--- config.mk ---
export PLATFORM = sky130hd
export DESIGN_NAME = br_puf_challenger
export DESIGN_NICKNAME = d
export VERILOG_FILES = /design/src/rtl/br_puf_challenger.sv
export SDC_FILE = /design/constraint.sdc
export NUM_CORES = 1
export LEC_CHECK = 0
export CAP_MARGIN = 20
export CORE_ASPECT_RATIO = 1.1
export CORE_MARGIN = 2
export CORE_UTILIZATION = 46
export DETAILED_ROUTE_END_ITERATION = 7
export HOLD_SLACK_MARGIN = 0.06
export PLACE_DENSITY = 0.86
export SYNTH_ARGS = -nofsm -noshare
export SYNTH_HDL_FRONTEND = slang
export SYNTH_SLANG_ARGS = --single-unit
--- constraint.sdc ---
create_clock -name clk_i -period 4.96 [get_ports clk_i]
set_input_delay 0.992 -clock clk_i [delete_from_list [all_inputs] [get_ports clk_i]]
set_output_delay 0.992 -clock clk_i [all_outputs]
set_load 0.02 [all_outputs]
--- src/rtl/br_puf_challenger.sv ---
// ============================================================================
// Module   : br_puf_challenger
// Brief    : Challenge/response controller for a bistable-ring PUF macro.
//            Takes a challenge on a valid/ready port, pulses the ring reset,
//            waits for the synchronised ring output to settle (or time out),
//            samples it and returns a response bit plus a stability flag.
// Options  : BR_MAJORITY_EN - evaluate each challenge NEVAL times and return
//            the majority bit and the count of ones.
// Revision : 1.0 - initial release
// ============================================================================
`default_nettype none

module br_puf_challenger #(
    parameter int CW         = 128,
    parameter int RST_CYC    = 8,
    parameter int STABLE_CYC = 16,
    parameter int SETTLE_MAX = 1024,
    parameter int NEVAL      = 7
) (
    input  logic                       clk_i,
    input  logic                       rst_ni,
    input  logic                       ch_valid_i,
    output logic                       ch_ready_o,
    input  logic [CW-1:0]              ch_data_i,
    output logic                       rsp_valid_o,
    input  logic                       rsp_ready_i,
    output logic                       rsp_bit_o,
    output logic                       rsp_unstable_o,
    output logic [$clog2(NEVAL+1)-1:0] rsp_ones_o,
    output logic                       puf_reset_o,
    output logic [CW-1:0]              puf_c_o,
    input  logic                       puf_out_i,
    output logic                       busy_o
);

    // Counter widths; the reset counter needs at least one bit even for RST_CYC=1
    localparam int RC_W = (RST_CYC > 1) ? $clog2(RST_CYC) : 1;
    localparam int EL_W = $clog2(SETTLE_MAX);
    localparam int ST_W = $clog2(STABLE_CYC + 1);
    localparam int OW   = $clog2(NEVAL + 1);

    localparam logic [RC_W-1:0] C_RST_LAST = RC_W'(RST_CYC - 1);
    localparam logic [EL_W-1:0] C_EL_LAST  = EL_W'(SETTLE_MAX - 1);
    localparam logic [ST_W-1:0] C_STABLE   = ST_W'(STABLE_CYC);

    typedef enum logic [2:0] {
        S_IDLE   = 3'd0,
        S_RST    = 3'd1,
        S_SETTLE = 3'd2,
        S_SAMPLE = 3'd3,
        S_DONE   = 3'd4
    } state_t;

    state_t          state_q;
    logic [1:0]      sync_q;
    logic            prev_q;
    logic            synced;
    logic [RC_W-1:0] rst_cnt_q;
    logic [EL_W-1:0] elapsed_q;
    logic [ST_W-1:0] stable_q;
    logic [ST_W-1:0] stable_d;
    logic            unstab_q;
    logic [CW-1:0]   puf_c_q;
    logic            puf_reset_q;
    logic            ch_ready_q;
    logic            rsp_valid_q;
    logic            rsp_bit_q;
    logic            rsp_unstable_q;
    logic            busy_q;

`ifdef BR_MAJORITY_EN
    localparam logic [OW-1:0] C_NEVAL = OW'(NEVAL);
    localparam logic [OW-1:0] C_HALF  = OW'(NEVAL / 2);

    logic [OW-1:0] eval_q;
    logic [OW-1:0] eval_d;
    logic [OW-1:0] ones_q;
    logic [OW-1:0] ones_d;
    logic [OW-1:0] rsp_ones_q;
`endif

    // Only the second synchroniser stage is ever used by the controller
    assign synced = sync_q[1];

    // Two-flop synchroniser on the asynchronous ring output plus one sample of history
    always_ff @(posedge clk_i or negedge rst_ni) begin
        if (!rst_ni) begin
            sync_q <= 2'b00;
            prev_q <= 1'b0;
        end else begin
            sync_q <= {sync_q[0], puf_out_i};
            prev_q <= sync_q[1];
        end
    end

    // Next values of the stability run length and, in majority builds, the accumulators
    always_comb begin
        stable_d = '0;
        if (synced == prev_q) begin
            stable_d = stable_q + 1'b1;
        end
`ifdef BR_MAJORITY_EN
        ones_d = ones_q + OW'(synced);
        eval_d = eval_q + 1'b1;
`endif
    end

    // Evaluation sequencer: handshake, ring reset pulse, settle watch, sample, response hold
    always_ff @(posedge clk_i or negedge rst_ni) begin
        if (!rst_ni) begin
            state_q        <= S_IDLE;
            rst_cnt_q      <= '0;
            elapsed_q      <= '0;
            stable_q       <= '0;
            unstab_q       <= 1'b0;
            puf_c_q        <= '0;
            puf_reset_q    <= 1'b1;
            ch_ready_q     <= 1'b0;
            rsp_valid_q    <= 1'b0;
            rsp_bit_q      <= 1'b0;
            rsp_unstable_q <= 1'b0;
            busy_q         <= 1'b0;
`ifdef BR_MAJORITY_EN
            eval_q         <= '0;
            ones_q         <= '0;
            rsp_ones_q     <= '0;
`endif
        end else begin
            case (state_q)
                S_IDLE: begin
                    // Ring stays parked in reset while no challenge is pending
                    ch_ready_q  <= 1'b1;
                    puf_reset_q <= 1'b1;
                    busy_q      <= 1'b0;
                    if (ch_valid_i && ch_ready_q) begin
                        state_q    <= S_RST;
                        puf_c_q    <= ch_data_i;
                        ch_ready_q <= 1'b0;
                        busy_q     <= 1'b1;
                        rst_cnt_q  <= '0;
                        unstab_q   <= 1'b0;
`ifdef BR_MAJORITY_EN
                        eval_q     <= '0;
                        ones_q     <= '0;
`endif
                    end
                end

                S_RST: begin
                    if (rst_cnt_q == C_RST_LAST) begin
                        state_q     <= S_SETTLE;
                        puf_reset_q <= 1'b0;
                        elapsed_q   <= '0;
                        stable_q    <= '0;
                    end else begin
                        rst_cnt_q <= rst_cnt_q + 1'b1;
                    end
                end

                S_SETTLE: begin
                    elapsed_q <= elapsed_q + 1'b1;
                    stable_q  <= stable_d;
                    // A settled ring wins over a timeout landing on the same cycle
                    if (stable_q == C_STABLE) begin
                        state_q <= S_SAMPLE;
                    end else if (elapsed_q == C_EL_LAST) begin
                        state_q  <= S_SAMPLE;
                        unstab_q <= 1'b1;
                    end
                end

                S_SAMPLE: begin
                    // Re-assert the ring reset whether we re-run or finish
                    puf_reset_q <= 1'b1;
`ifdef BR_MAJORITY_EN
                    ones_q <= ones_d;
                    eval_q <= eval_d;
                    if (eval_d < C_NEVAL) begin
                        state_q   <= S_RST;
                        rst_cnt_q <= '0;
                    end else begin
                        state_q        <= S_DONE;
                        rsp_bit_q      <= (ones_d > C_HALF);
                        rsp_ones_q     <= ones_d;
                        rsp_unstable_q <= unstab_q;
                    end
`else
                    state_q        <= S_DONE;
                    rsp_bit_q      <= synced;
                    rsp_unstable_q <= unstab_q;
`endif
                end

                S_DONE: begin
                    // Valid is raised one cycle into DONE and held until consumed
                    rsp_valid_q <= 1'b1;
                    if (rsp_valid_q && rsp_ready_i) begin
                        state_q     <= S_IDLE;
                        rsp_valid_q <= 1'b0;
                        ch_ready_q  <= 1'b1;
                        busy_q      <= 1'b0;
                    end
                end

                default: begin
                    state_q <= S_IDLE;
                end
            endcase
        end
    end

    assign ch_ready_o     = ch_ready_q;
    assign rsp_valid_o    = rsp_valid_q;
    assign rsp_bit_o      = rsp_bit_q;
    assign rsp_unstable_o = rsp_unstable_q;
    assign puf_reset_o    = puf_reset_q;
    assign puf_c_o        = puf_c_q;
    assign busy_o         = busy_q;

`ifdef BR_MAJORITY_EN
    assign rsp_ones_o = rsp_ones_q;
`else
    assign rsp_ones_o = '0;
`endif

endmodule

`default_nettype wire
* Yosys cells after proc, flatten, opt, wreduce, memory -nomap -nowiden
Cells that the tools add are included.
Cells by class: add/sub/neg operators 3, equality and inequality tests 15, muxes and demuxes 27, reduce and logical (&&, ||, !) cells 16
Operator list (count):
- $mux 3 | 7
- $pmux 10 s2 | 1
- $pmux 3 s5 | 1
- $ne 2x2->1 const B | 6
- $add 10x1->10 const B | 1
- $eq 10x10->1 const B | 1
- $mux 10 | 1
- $mux 5 | 2
- $pmux 5 s2 | 1
- $reduce_bool 2->1 | 5
- $mux 1 | 9
- $pmux 1 s2 | 4
- $reduce_and 2->1 | 4
- $reduce_and 4->1 | 2
- $eq 3x2->1 const B | 2
- $eq 3x3->1 const B | 2
- $pmux 3 s2 | 1
- $add 5x1->5 const B | 1
- $eq 5x5->1 const B | 1
- $add 3x1->3 const B | 1
- $eq 3x1->1 const B | 1
- $logic_not 3->1 | 1
- $ne 3x3->1 const B | 1
- $reduce_and 3->1 | 1
- other kinds (3) | 4
Word-level totals: register bits after elaboration 159, output and inout bits 137

* Longest topological paths before layout
Gate-level depths: netlist of the first run.
depth in word-level cells 4, mapped depth 7, mapped depth without buffers 6

* Worst setup path before layout of the first run
No wires, ideal clock.
kind input port to flip-flop, start in ch_valid_i, end reg puf_c_q[26] (netlist: puf_c_o[26]), library setup time 0.128 ns, arrival time 2.055 ns, required time 4.832 ns, path slack 2.778 ns, stages on the path 5, buffers on the path 2, path through nand2_1 -> nor4_4 -> buf_2 -> buf_4 -> mux2_1
Between the ends: cells in the longest elaborated chain, start to end 2
Ends and longest elaborated chain:
- from (decl) | line 22 | input logic ch_valid_i,
- $logic_and 1x1->1 | line 135 | if (ch_valid_i && ch_ready_q) begin
- $reduce_and 2->1 (no source line)
- to (signal assigned) | line 137 | puf_c_q <= ch_data_i;
- to (decl) | line 63 | logic [CW-1:0] puf_c_q;
No other way between the ends. A chain may end at the register's enable or synchronous reset.

* Final worst setup path of the first run
start in ch_valid_i, end reg puf_c_q[90] (netlist: puf_c_o[90])
Same word-level chain as after synthesis.

==> results_dict.tcl, run 1 <==
set metrics [dict create \
    post_cts.repair.setup_buffers 0 \
    core_area_um2 13300 \
    grt_pass1_vias 4627 \
    run_status "completed" \
    maxCapViolCount 0 \
    fin_skew_ns 0.00492 \
    dp_hpwl_mm 12.2 \
    nNetsFinal 821 \
    cp.depth 5 \
    worstSetupStartpointType "input port" \
    slowest_delay_ns 0.84 \
    ctsResizeCount 0 \
    worst-path-buf-inv 2 \
    start_util_pct 47.4 \
    cts.sink_count 159 \
    endpoint_kind "register" \
    crit_family "buffers and inverters" \
    synthMuxAreaShare_pct 23.9 \
    p_leak_nw 4.09 \
    die_w_um 116 \
    firstDrtPassIters 4 \
    die_area_um2 14600 \
    ant_nets 0 \
    synth_compound_area_share_pct 3.80 \
    timing.fmax_mhz 356 \
    syn2layout_area_growth_pct 54.0 \
    r2r_slack_ns 2.58 \
    num_rows 44 \
    yosys_warnings 0 \
    antenna_found_initial 1 \
    clk_pin_slew_ns 0.06 \
    synthAdderAreaFrac_pct 0.994 \
    die_h_um 127 \
    numCtsBuffers 17 \
    critPathCapture "puf_c_o[90]" \
    r2r-start "state_q[2]" \
    netlist_instances 415 \
    synthDistinctLibCells 51 \
    vias_per_cell 5.03 \
    htree_num_levels 4 \
    slowest_stage "buf_4" \
    whs_ns 0.361 \
    cts_tree "yes" \
    ys_ff_latch 159 \
    startpoint "ch_valid_i" \
    synth_area_um2 6290 \
    hold_start "sync_q[0]" \
    min_period_over_period_pct 56.6 \
    clkLatencyLatePin_ns 0.42 \
    clockBufferDepth 2 \
    synthXorXnorAreaFrac_pct 0.418 \
    pin_count 270 \
    portBuffers 266 \
    path_max_fanout 88 \
    grt_overflow_total 0 \
    hold_path.class "register to register" \
    grt_setup_unrepaired "no" \
    drt_iter0_markers 159 \
    totalWireLength_mm 16.7 \
    yosysSeqAreaShare_pct 63.3 \
    clockRootBuffer "clkbuf_16" \
    wl_per_cell_um 19.0 \
    vdd_ir_drop_max_uv 378 \
    fin_setup_tns_ns 0 \
    yosys.area_share.simple_pct 4.65 \
    drcViolationCount 0 \
    drive_gt1_share_pct 16.6 \
    critPathArrivalTime_ns 3.11 \
    relSlewSlack_pct 26.6 \
    hold_violations 0 \
    worst_pin_slew_ns 1.10 \
    postSynthAreaPerCell_um2 15.2 \
    synthFlopType "dfrtp_1" \
    maxSlewViolCount 0 \
    grt_usage_pct 23.1 \
    critical_path_class "input port to register" \
    grt_max_degree 120 \
    vias 4424 \
    n_fill_cell 900 \
    r2r_end "puf_c_o[90]" \
    min_period_ns 2.81 \
    hold_buffers 0 \
    final_common_cell "clkdlybuf4s50_1" \
    worstPathCellList "clkdlybuf4s50_1, nand2_1, nor4_4, buf_4, mux2_2" \
    synth_top_family_by_area "multiplexers" \
    setup_viol 0 \
    gp_congestion 0.800 \
    grt_pass1_wl_mm 25.4 \
    reg2regPathDepth 3 \
    power.density_nw_per_um2 677 \
    synth-edff-count 0 \
    crit_required_ns 5.26 \
    async_flop_share_pct 100 \
    final_cell_mix "clkdlybuf4s50_1, dfrtp_1, mux2_2, mux2_1, clkbuf_16" \
]
logic make-up after synthesis:
logic type / Yosys count
other cells: 1
compound gates: 32
mux: 134
flops: 159
buf+inv: 34
xor+xnor: 3
simple gates: 47
fa+ha+maj: 5
stage by stage:
stage	setup slack (ns)	power, mW	util (%)	cells	cell area, um^2
floorplan	2.78	3.77	-	417	6300
global placement	1.79	5.17	68.4	847	9070
detailed placement	1.72	5.29	68.4	847	9070
CTS	2.16	6.62	72.8	877	9660
global route	2.04	6.88	73.0	878	9690
finish	2.15	6.56	73.0	879	9690
report_power, final:
group / switching, mW / internal (mW) / total, mW
Sequential: 0.340 / 1.90 / 2.24
Combinational: 1.43 / 1.58 / 3.01
Clock: 0.513 / 0.798 / 1.31
Total: 2.28 / 4.27 / 6.56
how the worst min path moves through the flow:
stage                           end  slack [ns]  cells past startpoint
after global routing      sync_q[1]        0.37                      0
after floorplan           sync_q[1]        0.33                      0
after detailed placement  sync_q[1]        0.35                      0
final                     sync_q[1]        0.36                      0
after global placement    sync_q[1]        0.34                      0
after CTS                 sync_q[1]        0.36                      0
state kept, by name (all words and copies together) (netlist names):
name and count:
busy_o 1, ch_ready_o 1, elapsed_q 10, prev_q 1, puf_c_o 128, puf_reset_o 1
rsp_bit_o 1, rsp_unstable_o 1, rsp_valid_o 1, rst_cnt_q 3, stable_q 5, state_q 3
sync_q 2, unstab_q 1
routing by layer:
| layer | up-vias | share of wire [%] | global-route usage, % |
|---|---|---|---|
| met3 | 31 | 10 | 10.1 |
| met1 | 2181 | 36 | 25.8 |
| met2 | 192 | 51 | 38.8 |
| li1 | 2020 | - | - |
| met5 | - | 0 | 0 |
| met4 | 0 | 2.3 | 9.00 |
Yosys cell counts, drive strengths merged, types with 2 or more instances:
| cell type | count | area (um^2) |
|---|---|---|
| a221o | 2 | 20.0 |
| nand2 | 11 | 41.3 |
| a31oi | 2 | 12.5 |
| nand4 | 3 | 18.8 |
| inv | 11 | 41.3 |
| and2 | 2 | 12.5 |
| a22o | 4 | 35.0 |
| dfrtp | 158 | 3950 |
| nand3 | 7 | 35.0 |
| mux2 | 130 | 1460 |
| a21oi | 4 | 20.0 |
| a211o | 3 | 26.3 |
| a21o | 2 | 15.0 |
| ha | 5 | 62.6 |
| nor4 | 3 | 33.8 |
| xnor2 | 2 | 17.5 |
| mux2i | 4 | 40.0 |
| o21ai | 4 | 20.0 |
| o22ai | 3 | 18.8 |
| and4 | 2 | 17.5 |
| nor2 | 5 | 18.8 |
| and3 | 2 | 12.5 |
| buf | 22 | 139 |
cell type report:
cell class	instances	area, um^2	share of cell area, %
inverter	11	41.3	0.426
timing repair buffer	270	2710	28.0
tap	184	230	2.38
antenna	1	2.50	0.0258
clock buffer	20	447	4.61
sequential	159	3980	41.1
multi-input combinational	224	2140	22.0
clock inverter	10	140	1.45
Note: power is estimated with default switching activity, not from simulation.
==> run 2, diff against run 1 <==
--- a/config.mk
+++ b/config.mk
@@ -8,10 +8,10 @@
 export CAP_MARGIN = 20
 export CORE_ASPECT_RATIO = 1.1
 export CORE_MARGIN = 2
-export CORE_UTILIZATION = 46
+export CORE_UTILIZATION = 38
 export DETAILED_ROUTE_END_ITERATION = 7
 export HOLD_SLACK_MARGIN = 0.06
-export PLACE_DENSITY = 0.86
+export PLACE_DENSITY = 0.76
 export SYNTH_ARGS = -nofsm -noshare
 export SYNTH_HDL_FRONTEND = slang
 export SYNTH_SLANG_ARGS = --single-unit
==> constraint.sdc (replaced) <==
create_clock -name clk_i -period 2.3 [get_ports clk_i]
set_input_delay 0.46 -clock clk_i [delete_from_list [all_inputs] [get_ports clk_i]]
set_output_delay 0.46 -clock clk_i [all_outputs]
set_load 0.02 [all_outputs]
==> results_dict.tcl, run 2 (synthesis gave the netlist of run 1 again) <==
set metrics [dict create \
    run_status "completed" \
    syn2layout_area_growth_pct 57.2 \
    vias 4395 \
    power.density_nw_per_um2 1440 \
    critical_path_class "register to primary output" \
    post_cts.repair.setup_buffers 0 \
    htree_num_levels 4 \
    drive_gt1_share_pct 18.5 \
    timing.fmax_mhz 499 \
    fin_skew_ns 0.00927 \
    grt_usage_pct 18.1 \
    numCtsBuffers 17 \
    r2r_end "stable_q[2]" \
    clk_pin_slew_ns 0.06 \
    cts.sink_count 159 \
    total_power_mw 14.3 \
    largest_register_ffs 128 \
    path_max_fanout 3 \
    die_h_um 139 \
    r2r-start "state_q[1]" \
    grt_setup_unrepaired "no" \
    start_util_pct 38.6 \
    r2r_slack_ns 0.39 \
    n_fill_cell 1251 \
    num_rows 49 \
    die_area_um2 17600 \
    top_usage_layer "met2" \
    endpoint_kind "primary output" \
    pin_count 270 \
    clockRootBuffer "clkbuf_16" \
    hold_violations 0 \
    vdd_ir_drop_max_uv 560 \
    nNetsFinal 834 \
    final_common_cell "clkdlybuf4s50_1" \
    grt_util_met1_pct 20.0 \
    reg2regPathDepth 3 \
    drt_iter0_markers 167 \
    drcViolationCount 0 \
    grt_max_degree 61 \
    setup_viol 0 \
    crit_family "buffers and inverters" \
    startpoint "puf_reset_o" \
    antenna_found_initial 0 \
    grt_use_met2_pct 33.6 \
    cts_tree "yes" \
    crit_required_ns 1.84 \
    hold_path.class "register to register" \
    grt_pass1_vias 4683 \
    ant_nets 0 \
    whs_ns 0.351 \
    worstPathCellList "clkdlybuf4s50_1" \
    final_cell_mix "clkdlybuf4s50_1, dfrtp_1, mux2_2, mux2_1, clkbuf_16" \
    min_period_ns 2.00 \
    min_period_over_period_pct 87.1 \
    postLayoutCellArea_um2 9890 \
    slowest_delay_ns 0.60 \
    final_util_pct 60.7 \
    cp.depth 1 \
    gp_congestion 0.794 \
    grt_pass1_wl_mm 24.9 \
    n_antenna_cell 0 \
    relSlewSlack_pct 57.6 \
    totalWireLength_mm 15.8 \
    p_leak_nw 4.20 \
    core_area_um2 16300 \
    vias_per_cell 4.81 \
    clockBufferDepth 2 \
    met3_usage_pct 3.86 \
    slowest_stage "clkdlybuf4s50_1" \
    fin_setup_tns_ns 0 \
    portBuffers 266 \
    grt_overflow_total 0 \
    worstSetupStartpointType "register" \
    worst-path-buf-inv 1 \
    dp_hpwl_mm 12.0 \
    maxCapViolCount 0 \
    die_w_um 127 \
    critPathCapture "puf_reset_o" \
    worst_pin_slew_ns 0.633 \
    clkLatencyLatePin_ns 0.41 \
    wl_per_cell_um 17.4 \
    maxSlewViolCount 0 \
    firstDrtPassIters 4 \
    critPathArrivalTime_ns 1.54 \
    post_dp_cell_area_um2 9260 \
]
## run 2: changes by cell type in the layout (fill, tap and decap cells not counted), sizes merged
cell,delta
clkinvlp,-3
inv,+1
dlygate4sd3,+1
clkinv,+4
diode,-1
buf,+12
## run 2: timing repair
| item | in CTS | in global routing |
|---|---|---|
| hold endpoints to repair | 49 | 0 |
| hold buffers | 1 | 0 |
| gates resized for setup | 0 | 0 |
## run 2: layout make-up
| type | count | area (um^2) | share of cell area (%) |
|---|---|---|---|
| Sequential cell | 159 | 3980 | 40.2 |
| Tap cell | 204 | 255 | 2.58 |
| Inverter | 11 | 41.3 | 0.417 |
| Timing Repair Buffer | 283 | 2860 | 28.9 |
| Clock buffer | 20 | 467 | 4.72 |
| Clock inverter | 12 | 158 | 1.59 |
| Multi-Input combinational cell | 224 | 2140 | 21.6 |
## run 2: worst min-delay path by stage
stage / startpoint / to / cells after the start / slack [ns]
2_1_floorplan: rst_ni / busy_o / 0 / 0.16
3_3_place_gp: sync_q[0] / sync_q[1] / 0 / 0.33
3_5_place_dp: sync_q[0] / sync_q[1] / 0 / 0.34
4_1_cts: sync_q[0] / sync_q[1] / 0 / 0.35
5_1_grt: sync_q[0] / sync_q[1] / 0 / 0.37
6_report: sync_q[0] / sync_q[1] / 0 / 0.35
## run 2: stage by stage
stage          worst slack, ns  cells
6_report                 0.296    913
5_1_grt                  0.247    913
4_1_cts                  0.269    913
3_5_place_dp             0.120    880
3_3_place_gp             0.148    880
2_1_floorplan            0.534    417
## run 2: power breakdown
group | internal [mW] | switching (mW) | total [mW]
combinational | 3.52 | 3.04 | 6.57
clock | 1.80 | 1.12 | 2.93
sequential | 4.09 | 0.703 | 4.80
## run 2: per-layer routing
metal	part of all wire, %	wire [um]
met1	38	6090
met2	55	8640
met3	4.9	779
met4	2.1	333
met5	0	0
==> run 3, diff against run 2 <==
--- a/config.mk
+++ b/config.mk
@@ -5,7 +5,6 @@
 export SDC_FILE = /design/constraint.sdc
 export NUM_CORES = 1
 export LEC_CHECK = 0
-export CAP_MARGIN = 20
 export CORE_ASPECT_RATIO = 1.1
 export CORE_MARGIN = 2
 export CORE_UTILIZATION = 38
==> results of run 3 <==
No change in the layout: final DEF, timing and power equal those of run 2.
